===== config.mk =====
export PLATFORM = sky130hd
export DESIGN_NAME = sdram_arbiter
export DESIGN_NICKNAME = d
export VERILOG_FILES = /design/src/rtl/rom_ctrl_pkg.sv /design/src/rtl/sdram_arbiter_grant_fifo.sv /design/src/rtl/sdram_arbiter.sv
export SDC_FILE = /design/constraint.sdc
export NUM_CORES = 1
export LEC_CHECK = 0
export BUFFER_PORTS_ARGS = -buffer_cell sky130_fd_sc_hd__buf_2
export CELL_PAD_IN_SITES_DETAIL_PLACEMENT = 2
export CELL_PAD_IN_SITES_GLOBAL_PLACEMENT = 2
export CORE_MARGIN = 4
export CORE_UTILIZATION = 25
export DETAILED_ROUTE_END_ITERATION = 12
export PLACE_DENSITY_LB_ADDON = 0.1
export SYNTH_ARGS = -nofsm -noshare
export SYNTH_HDL_FRONTEND = slang
export SYNTH_SLANG_ARGS = --single-unit

===== constraint.sdc =====
create_clock -name clk -period 8.4 [get_ports clk]
set_input_delay 1.68 -clock clk [delete_from_list [all_inputs] [get_ports clk]]
set_output_delay 1.68 -clock clk [all_outputs]
set_load 0.02 [all_outputs]

===== src/rtl/rom_ctrl_pkg.sv =====
`timescale 1ns/1ps
// rom_ctrl_pkg
// Shared definitions for the ROM/SDRAM arbitration slice:
//   state_e      - arbiter FSM states (IDLE, ISSUE, DL)
//   PORT_*       - requester index of each ROM segment on the arbiter
package rom_ctrl_pkg;

  typedef enum logic [1:0] {
    IDLE  = 2'd0,
    ISSUE = 2'd1,
    DL    = 2'd2
  } state_e;

  localparam int PORT_PROG   = 0;
  localparam int PORT_TEXT   = 1;
  localparam int PORT_FG     = 2;
  localparam int PORT_BG     = 3;
  localparam int PORT_SPRITE = 4;
  localparam int PORT_SOUND  = 5;

endpackage


===== src/rtl/sdram_arbiter_grant_fifo.sv =====
`timescale 1ns/1ps
// grant_fifo
// In-order record of which requester owns each outstanding SDRAM read.
// Ports:
//   clk, reset      - clock, asynchronous active-high reset (clears pointers)
//   push_i, data_i  - append a requester index
//   pop_i           - drop the oldest entry
//   empty_o, full_o - occupancy flags
//   head_o          - oldest entry, readable in the same cycle as pop_i
module grant_fifo #(
  parameter int DEPTH = 4,
  parameter int WIDTH = 3
) (
  input  logic             clk,
  input  logic             reset,
  input  logic             push_i,
  input  logic [WIDTH-1:0] data_i,
  input  logic             pop_i,
  output logic             empty_o,
  output logic             full_o,
  output logic [WIDTH-1:0] head_o
);

  localparam int PTR_W = $clog2(DEPTH);

  logic [WIDTH-1:0] mem_q [DEPTH];
  // One extra wrap bit on each pointer distinguishes full from empty.
  logic [PTR_W:0]   wr_q, wr_d;
  logic [PTR_W:0]   rd_q, rd_d;

  always_comb begin
    wr_d = push_i ? wr_q + (PTR_W+1)'(1) : wr_q;
    rd_d = pop_i  ? rd_q + (PTR_W+1)'(1) : rd_q;
  end

  always_ff @(posedge clk or posedge reset) begin
    if (reset) begin
      wr_q <= '0;
      rd_q <= '0;
    end else begin
      wr_q <= wr_d;
      rd_q <= rd_d;
    end
  end

  // Storage needs no reset: an entry is only ever read after being written.
  always_ff @(posedge clk) begin
    if (push_i) mem_q[wr_q[PTR_W-1:0]] <= data_i;
  end

  assign empty_o = (wr_q == rd_q);
  assign full_o  = (wr_q[PTR_W] != rd_q[PTR_W]) &&
                   (wr_q[PTR_W-1:0] == rd_q[PTR_W-1:0]);
  // Combinational head so the data-valid pulse can be routed in its own cycle.
  assign head_o  = mem_q[rd_q[PTR_W-1:0]];

endmodule


===== src/rtl/sdram_arbiter.sv =====
`timescale 1ns/1ps
// sdram_arbiter
// Shares the single SDRAM controller port between the ROM requesters and the
// IOCTL download path. Port 0 has priority (bounded by STARVE_MAX), ports
// 1..N-1 are served round-robin; read returns are routed in grant order.
// Ports:
//   clk, reset                 - clock, asynchronous active-high reset
//   port_req/port_addr         - per-requester read request and flat addresses
//   port_ack/port_valid        - per-requester accept / data-valid pulses
//   download*                  - IOCTL download pass-through inputs
//   sdram_addr/data/we/req     - request side towards the SDRAM controller
//   sdram_ack/sdram_valid      - controller accept and read-data-valid
//   err_orphan                 - sticky: read data arrived with nothing pending
module sdram_arbiter
  import rom_ctrl_pkg::*;
#(
  parameter int NUM_PORTS   = 6,
  parameter int ADDR_WIDTH  = 23,
  parameter int MAX_PENDING = 4,
  parameter int STARVE_MAX  = 3
) (
  input  logic                            clk,
  input  logic                            reset,
  input  logic [NUM_PORTS-1:0]            port_req,
  input  logic [NUM_PORTS*ADDR_WIDTH-1:0] port_addr,
  output logic [NUM_PORTS-1:0]            port_ack,
  output logic [NUM_PORTS-1:0]            port_valid,
  input  logic                            download,
  input  logic                            download_req,
  input  logic                            download_we,
  input  logic [ADDR_WIDTH-1:0]           download_addr,
  input  logic [31:0]                     download_data,
  output logic [ADDR_WIDTH-1:0]           sdram_addr,
  output logic [31:0]                     sdram_data,
  output logic                            sdram_we,
  output logic                            sdram_req,
  input  logic                            sdram_ack,
  input  logic                            sdram_valid,
  output logic                            err_orphan
);

  localparam int IDX_W = $clog2(NUM_PORTS);
  localparam int SUM_W = IDX_W + 1;
  localparam int CNT_W = $clog2(STARVE_MAX + 1);

  state_e                state_q, state_d;
  logic [IDX_W-1:0]      grant_q, grant_d;
  logic [ADDR_WIDTH-1:0] addr_q, addr_d;
  logic [IDX_W-1:0]      rr_q, rr_d;
  logic [CNT_W-1:0]      starve_q, starve_d;
  logic                  err_orphan_q, err_orphan_d;

  logic                  fifo_push, fifo_pop, fifo_empty, fifo_full;
  logic [IDX_W-1:0]      fifo_head;
  logic                  others_req, p0_wins, take;
  logic [IDX_W-1:0]      winner;

  // First requesting port among 1..N-1 starting at ptr, wrapping N-1 -> 1.
  // The sum is one bit wider so ptr + offset cannot overflow before the wrap.
  function automatic logic [IDX_W-1:0] rr_pick(input logic [NUM_PORTS-1:0] req,
                                               input logic [IDX_W-1:0]     ptr);
    logic [IDX_W-1:0] pick;
    logic             found;
    logic [SUM_W-1:0] idx;
    pick  = '0;
    found = 1'b0;
    for (int o = 0; o < NUM_PORTS - 1; o++) begin
      idx = SUM_W'(ptr) + SUM_W'(o);
      if (idx >= SUM_W'(NUM_PORTS)) idx = idx - SUM_W'(NUM_PORTS - 1);
      if (!found && req[idx[IDX_W-1:0]]) begin
        pick  = idx[IDX_W-1:0];
        found = 1'b1;
      end
    end
    return pick;
  endfunction

  assign others_req = |port_req[NUM_PORTS-1:1];
  assign p0_wins    = port_req[PORT_PROG] &&
                      !((starve_q == CNT_W'(STARVE_MAX)) && others_req);
  assign winner     = p0_wins ? IDX_W'(PORT_PROG) : rr_pick(port_req, rr_q);

  // ---------------- FSM: state register ----------------
  always_ff @(posedge clk or posedge reset) begin
    if (reset) state_q <= IDLE;
    else       state_q <= state_d;
  end

  // ---------------- FSM: next state ----------------
  // Download only takes over once every pending read has returned, so read
  // data never gets interleaved with the download traffic.
  always_comb begin
    state_d = state_q;
    case (state_q)
      IDLE: begin
        if (download && fifo_empty)                          state_d = DL;
        else if (!download && (|port_req) && !fifo_full)     state_d = ISSUE;
      end
      ISSUE:   if (sdram_ack) state_d = IDLE;
      DL:      if (!download) state_d = IDLE;
      default: state_d = IDLE;
    endcase
  end

  // ---------------- FSM: outputs ----------------
  always_comb begin
    sdram_req  = 1'b0;
    sdram_we   = 1'b0;
    sdram_addr = '0;
    port_ack   = '0;
    case (state_q)
      ISSUE: begin
        sdram_req  = 1'b1;
        sdram_addr = addr_q;
        if (sdram_ack) port_ack[grant_q] = 1'b1;
      end
      DL: begin
        sdram_req  = download_req;
        sdram_we   = download_we;
        sdram_addr = download_addr;
      end
      default: ;
    endcase
  end

  assign sdram_data = download_data;

  // ---------------- arbitration bookkeeping ----------------
  assign take = (state_q == IDLE) && (state_d == ISSUE);

  always_comb begin
    grant_d      = grant_q;
    addr_d       = addr_q;
    rr_d         = rr_q;
    starve_d     = starve_q;
    err_orphan_d = err_orphan_q | (sdram_valid & fifo_empty);
    if (take) begin
      grant_d = winner;
      addr_d  = port_addr[winner*ADDR_WIDTH +: ADDR_WIDTH];
      if (winner != IDX_W'(PORT_PROG)) begin
        rr_d     = (winner == IDX_W'(NUM_PORTS - 1)) ? IDX_W'(1) : winner + IDX_W'(1);
        starve_d = '0;
      end else if (others_req) begin
        if (starve_q != CNT_W'(STARVE_MAX)) starve_d = starve_q + CNT_W'(1);
      end else begin
        starve_d = '0;
      end
    end
  end

  always_ff @(posedge clk or posedge reset) begin
    if (reset) begin
      grant_q      <= '0;
      addr_q       <= '0;
      rr_q         <= IDX_W'(1);
      starve_q     <= '0;
      err_orphan_q <= 1'b0;
    end else begin
      grant_q      <= grant_d;
      addr_q       <= addr_d;
      rr_q         <= rr_d;
      starve_q     <= starve_d;
      err_orphan_q <= err_orphan_d;
    end
  end

  assign err_orphan = err_orphan_q;

  // ---------------- read return routing ----------------
  assign fifo_push = (state_q == ISSUE) && sdram_ack;
  assign fifo_pop  = sdram_valid && !fifo_empty;

  grant_fifo #(
    .DEPTH (MAX_PENDING),
    .WIDTH (IDX_W)
  ) u_grant_fifo (
    .clk     (clk),
    .reset   (reset),
    .push_i  (fifo_push),
    .data_i  (grant_q),
    .pop_i   (fifo_pop),
    .empty_o (fifo_empty),
    .full_o  (fifo_full),
    .head_o  (fifo_head)
  );

  for (genvar gi = 0; gi < NUM_PORTS; gi++) begin : g_valid
    assign port_valid[gi] = fifo_pop && (fifo_head == IDX_W'(gi));
  end

endmodule


==> results.json, run 1 <==
{
  "status": "completed",
  "coreArea_um2": 21000,
  "fin_crit_ps": 5390,
  "hold_viol_final": 0,
  "synth_fp_nets": 784,
  "hp-class": "register to register",
  "met3_usage": 0.0501,
  "dp_hpwl_mm": 17.7,
  "worstHoldPathCells": 1,
  "crit_path_cell_trace": "inv_1 -> ha_1 -> nor2b_1 -> a221o_1 -> a2111oi_4 -> o221ai_2 -> nor4_2 -> nand4bb_1 -> nand3_2 -> mux2i_1 -> a2bb2oi_1 -> o221ai_1",
  "clk_latency_ps": 310,
  "synth.largest_area_cell": "dfrtp_1",
  "drive_above_1_share": 0.362,
  "die_w_um": 154,
  "cts_buffer_depth": 2,
  "htreeDepth": 2,
  "grt_pass1_vias": 5772,
  "min_from": "err_orphan",
  "synth_common_cells": "mux2i_1, dfrtp_1, buf_4, nor2b_1, nand2_1",
  "root_buffer": "clkbuf_16",
  "yosysMostFrequentCell": "mux2i_1",
  "post_cts_buffers": 0,
  "grt_use_met2": 0.331,
  "rsz0062_at_grt": "false",
  "grt_max_degree": 48,
  "grt_first_pass_wirelength_mm": 34.0,
  "worst_ep_arrival_time_ps": 5530,
  "fin_setup_tns_ps": 0,
  "seq_area_frac_synth": 0.256,
  "pin_count": 276,
  "stdcell_count": 991,
  "busiest_layer": "met2",
  "postCtsResizedCells": 0,
  "antenna_left": 0,
  "worstSetupStartpointType": "register",
  "overflow": 0,
  "slew_violations": 0,
  "async_flop_share": 0.769,
  "peakVddDrop_mv": 0.411,
  "r2r_start": "rr_q[0]",
  "maxCapViolCount": 0,
  "drt_iter0_markers": 147,
  "rows": 53,
  "dieArea_um2": 23700,
  "synth_flop_cell": "dfrtp_1",
  "vias": 5142,
  "synth_area_leaders": "dfrtp_1, mux2i_1, edfxtp_1",
  "antenna_found_initial": 9,
  "p_leak_nw": 3.14,
  "finalSetupViolations": 0,
  "path_clk_slew_ps": 80,
  "synth_area_per_cell_um2": 9.55,
  "hold_buffers": 0,
  "cp_data_required_time_ps": 8540,
  "cts_made_buffers": 5,
  "nFillCells": 2382,
  "ys_warn_count": 0,
  "globalRouteMet1Util": 0.208,
  "whs_ps": 473,
  "clock-sinks": 52,
  "synth-edff-count": 12,
  "die_h_um": 154,
  "place_inst": 982,
  "cp_slowest_stage_delay_ps": 890,
  "synthCells": 558,
  "finalClockSkew_ps": 8.86,
  "finalWeightedCongestion": 0.829,
  "yosysTopAreaCellShare": 0.183,
  "clock.fmax_mhz": 186,
  "period_share": 0.641,
  "start_util": 0.253,
  "r2r_cells": 12,
  "finalPower_mw": 3.75,
  "fin_area_um2": 6430,
  "area_growth_pct": 20.7,
  "avgViaCountPerCell": 5.19,
  "synth_area_um2": 5330,
  "yosys.cell_types.count": 77,
  "critPathMaxFanout": 29,
  "grt_usage": 0.182,
  "crit_path_start": "rr_q[0]",
  "endpoint_kind": "register",
  "critical_path_class": "register to register",
  "placed_area_um2": 6280,
  "slew_headroom": 0.206,
  "drtPass1Iterations": 4,
  "wl_per_cell_um": 22.5,
  "synth_seq_cells": 52,
  "worst_pin_slew_ps": 1190,
  "cts_tree": "built",
  "wl_mm": 22.3,
  "nets": 940,
  "portBuffers": 211,
  "drc": 0,
  "slowest_stage": "dfstp_2",
  "cellPowerDensity_nw_per_um2": 583
}
==> path summary, 6_finish.rpt <==
check,to,slack [ps]
min in group asynchronous,err_orphan,1580
setup / recovery,addr_q[0],3010
setup reg to reg,addr_q[0],3010
max in group asynchronous,rr_q[2],6190
hold / removal,err_orphan,470
hold reg to reg,err_orphan,470
==> metrics by stage <==
stage                     utilization  setup slack, ps
after floorplan                     -             4150
after global placement          0.299             3240
after detailed placement        0.299             3010
after CTS                       0.306             2960
after global routing            0.306             2530
final                           0.306             3010
==> power by group <==
part	switching, mW	internal, mW
Sequential	0.128	0.380
Combinational	1.69	1.32
Clock	0.116	0.113
==> state kept, by name (all words and copies together) (netlist names) <==
register and cells:
rr_q 3, u_grant_fifo.mem_q 12, err_orphan 1, u_grant_fifo.wr_q 3, addr_q 23, starve_q 2
state_q 2, u_grant_fifo.rd_q 3, grant_q 3
==> kinds of logic (layout without fill, tap and decap cells) <==
logic type | after synthesis | count (layout) | synth area share
AND/OR/NAND/NOR | 153 | 153 | 0.153
AO/OA/AOI/OAI | 141 | 141 | 0.215
multiplexers | 96 | 96 | 0.197
buffers and inverters | 79 | 236 | 0.100
flip-flops | 52 | 52 | 0.256
adder cells (fa/ha/maj) | 20 | 20 | 0.0470
XOR/XNOR | 17 | 17 | 0.0322
other | 0 | 1 | 0
==> placed cells by master, fill, tap and decap left out, types with 4 or more instances in the layout <==
master     Yosys  routed
a2bb2oi_1     24      24
o22ai_1        4       4
buf_2          4     211
mux4_2         4       4
clkbuf_16      0       5
a211oi_1       4       4
nand2_1       31      31
edfxtp_1      12      12
mux2i_1       81      81
a22oi_1       23      23
and3_1         7       7
xnor2_1       10      10
ha_1          20      20
o211ai_1       8       8
nor2b_1       35      35
inv_1         12      11
xor2_1         4       4
a21oi_1        8       8
nand2b_1       8       8
buf_4         35       4
nor3_1        11      11
nor2_1        27      27
o21ai_0       10      10
nand3_1        8       7
mux2_2         6       6
dfrtp_1       39      39
o221ai_1      18      18
nor4_1         4       4
==> cell type report <==
class                           count  area [um2]  area share
Clock inverter                      3        26.3     0.00409
Antenna cell                        1        2.50    0.000389
Inverter                           13        48.8     0.00759
Multi-Input combinational cell    427        3440       0.534
Tap cell                          275         344      0.0535
Clock buffer                        5         125      0.0195
Sequential cell                    52        1360       0.212
Timing Repair Buffer              215        1090       0.169
==> routing by layer <==
metal / vias up / wire length [um]
met5: - / 90
met4: 16 / 454
met3: 38 / 1330
met2: 161 / 11700
met1: 2538 / 8760
li1: 2389 / -
==> critical path, delay by kind of cell, from the launching register on <==
family | cells | cell delay, ps
simple gates | 4 | 1490
mux | 1 | 410
flops | 1 | 890
fa+ha+maj | 1 | 670
buf+inv | 1 | 330
compound gates | 5 | 1420
(Power assumes the default switching activity.)
==> run 2: changes to the inputs <==
==> constraint.sdc (replaced) <==
create_clock -name clk -period 5.1 [get_ports clk]
set_input_delay 1.02 -clock clk [delete_from_list [all_inputs] [get_ports clk]]
set_output_delay 1.02 -clock clk [all_outputs]
set_load 0.02 [all_outputs]
==> results.json, run 2 (synthesized netlist as in run 1, its figures left out) <==
{
  "vias": 5105,
  "multi_input_comb_area_um2": 3440,
  "finalWeightedCongestion": 0.847,
  "regArea_um2": 1360,
  "slew_violations": 0,
  "worst_pin_slew_ps": 959,
  "finalClockSkew_ps": 8.49,
  "nets": 953,
  "postCtsResizedCells": 0,
  "hold_viol_final": 0,
  "cellPowerDensity_nw_per_um2": 1000,
  "fin_setup_tns_ps": 0,
  "die_h_um": 154,
  "wl_mm": 22.4,
  "overflow": 0,
  "rsz0062_at_grt": "false",
  "coreArea_um2": 21000,
  "cts_tree": "built",
  "worst_ep_arrival_time_ps": 4430,
  "antenna_left": 0,
  "wl_per_cell_um": 22.2,
  "placed_area_um2": 6420,
  "status": "completed",
  "worstSetupStartpointType": "register",
  "rows": 53,
  "area_growth_pct": 23.6,
  "antenna_found_initial": 10,
  "pin_count": 276,
  "grt_first_pass_wirelength_mm": 34.5,
  "path_clk_slew_ps": 80,
  "reg2reg_slack_ps": 850,
  "r2r_end": "addr_q[8]",
  "drtPass1Iterations": 4,
  "r2r_start": "rr_q[1]",
  "cp_data_required_time_ps": 5280,
  "grt_pass1_vias": 5827,
  "clock.fmax_mhz": 235,
  "dp_hpwl_mm": 18.2,
  "crit_path_start": "rr_q[1]",
  "drive_above_1_share": 0.374,
  "endpoint_kind": "register",
  "p_leak_nw": 3.23,
  "final_cell_mix": "buf_2, mux2i_1, dfrtp_1",
  "peakVddDrop_mv": 0.571,
  "grt_max_degree": 41,
  "maxCapViolCount": 0,
  "critical_path_class": "register to register",
  "final_common_cell": "buf_2",
  "clk_latency_ps": 310,
  "r2r_cells": 13,
  "drc": 0,
  "dieArea_um2": 23700,
  "cts_made_buffers": 5,
  "crit_end": "addr_q[8]",
  "htreeDepth": 2,
  "nFillCells": 2391,
  "largest_register_ff_count": 23,
  "slew_headroom": 0.360,
  "fin_crit_ps": 4250,
  "drt_iter0_markers": 183,
  "portBuffers": 211,
  "largest_register": "addr_q",
  "period_share": 0.834,
  "hold_buffers": 0,
  "critPathMaxFanout": 34,
  "clock-sinks": 52,
  "grt_usage": 0.184,
  "finalSetupViolations": 0,
  "hp-class": "register to register",
  "post_cts_buffers": 0,
  "avgViaCountPerCell": 5.07,
  "fin_area_um2": 6590,
  "die_w_um": 154,
  "root_buffer": "clkbuf_16",
  "cts_buffer_depth": 2,
  "start_util": 0.253
}
[run 2: changes by cell type in the layout (fill, tap and decap cells not counted), sizes merged]
cell / change
buf: +13
clkinv: +1
clkinvlp: -1
diode: +2
[run 2: critical path, cell delays in order (launching register included)]
cell and delay, ps:
dfrtp_1 530, inv_1 200, ha_1 490, nor2b_1 130, a221o_1 420, a2111oi_4 450
nor2_2 110, mux2_1 370, a311o_1 330, nand4b_1 170, buf_12 280, buf_12 200
mux2i_1 270, o221ai_1 150
[run 2: worst min-delay path by stage]
| stage | startpoint | to | slack (ps) | cells past startpoint |
|---|---|---|---|---|
| floorplan | starve_q[1] | starve_q[1] | 450 | 2 |
| global placement | err_orphan | err_orphan | 440 | 1 |
| detailed placement | err_orphan | err_orphan | 460 | 1 |
| CTS | err_orphan | err_orphan | 470 | 1 |
| global route | err_orphan | err_orphan | 480 | 1 |
| finish | err_orphan | err_orphan | 460 | 1 |
[run 2: where the power goes]
group          total (mW)  internal (mW)  switching [mW]  leakage, nW
logic                5.45           2.51            2.95         2.56
clock network       0.367          0.187           0.180       0.0719
registers           0.779          0.624           0.155        0.601
[run 2: routing by layer]
metal / track usage / vias up / routed length, um
li1: - / 2408 / -
met1: 0.209 / 2482 / 8880
met2: 0.336 / 163 / 11700
met3: 0.0509 / 38 / 1280
met4: 0.0484 / 14 / 432
met5: 0 / - / 89
[run 2: per-stage QoR]
stage,instances,setup slack (ps),hold WS [ps],util,total power [mW]
after detailed placement,995,834,456,0.306,6.31
after CTS,1003,815,472,0.313,6.71
after global routing,1006,580,485,0.313,7.14
final,1006,849,460,0.313,6.60
after floorplan,558,1380,452,-,5.01
after global placement,995,1050,437,0.306,6.15
[run 2: cell type report]
type                       count  area share
antenna                        3     0.00114
clock buffer                   5      0.0190
tap                          275      0.0523
clock inverter                 3     0.00418
inverter                      13     0.00741
sequential                    52       0.207
multi-input combinational    427       0.522
timing repair buffer         228       0.187
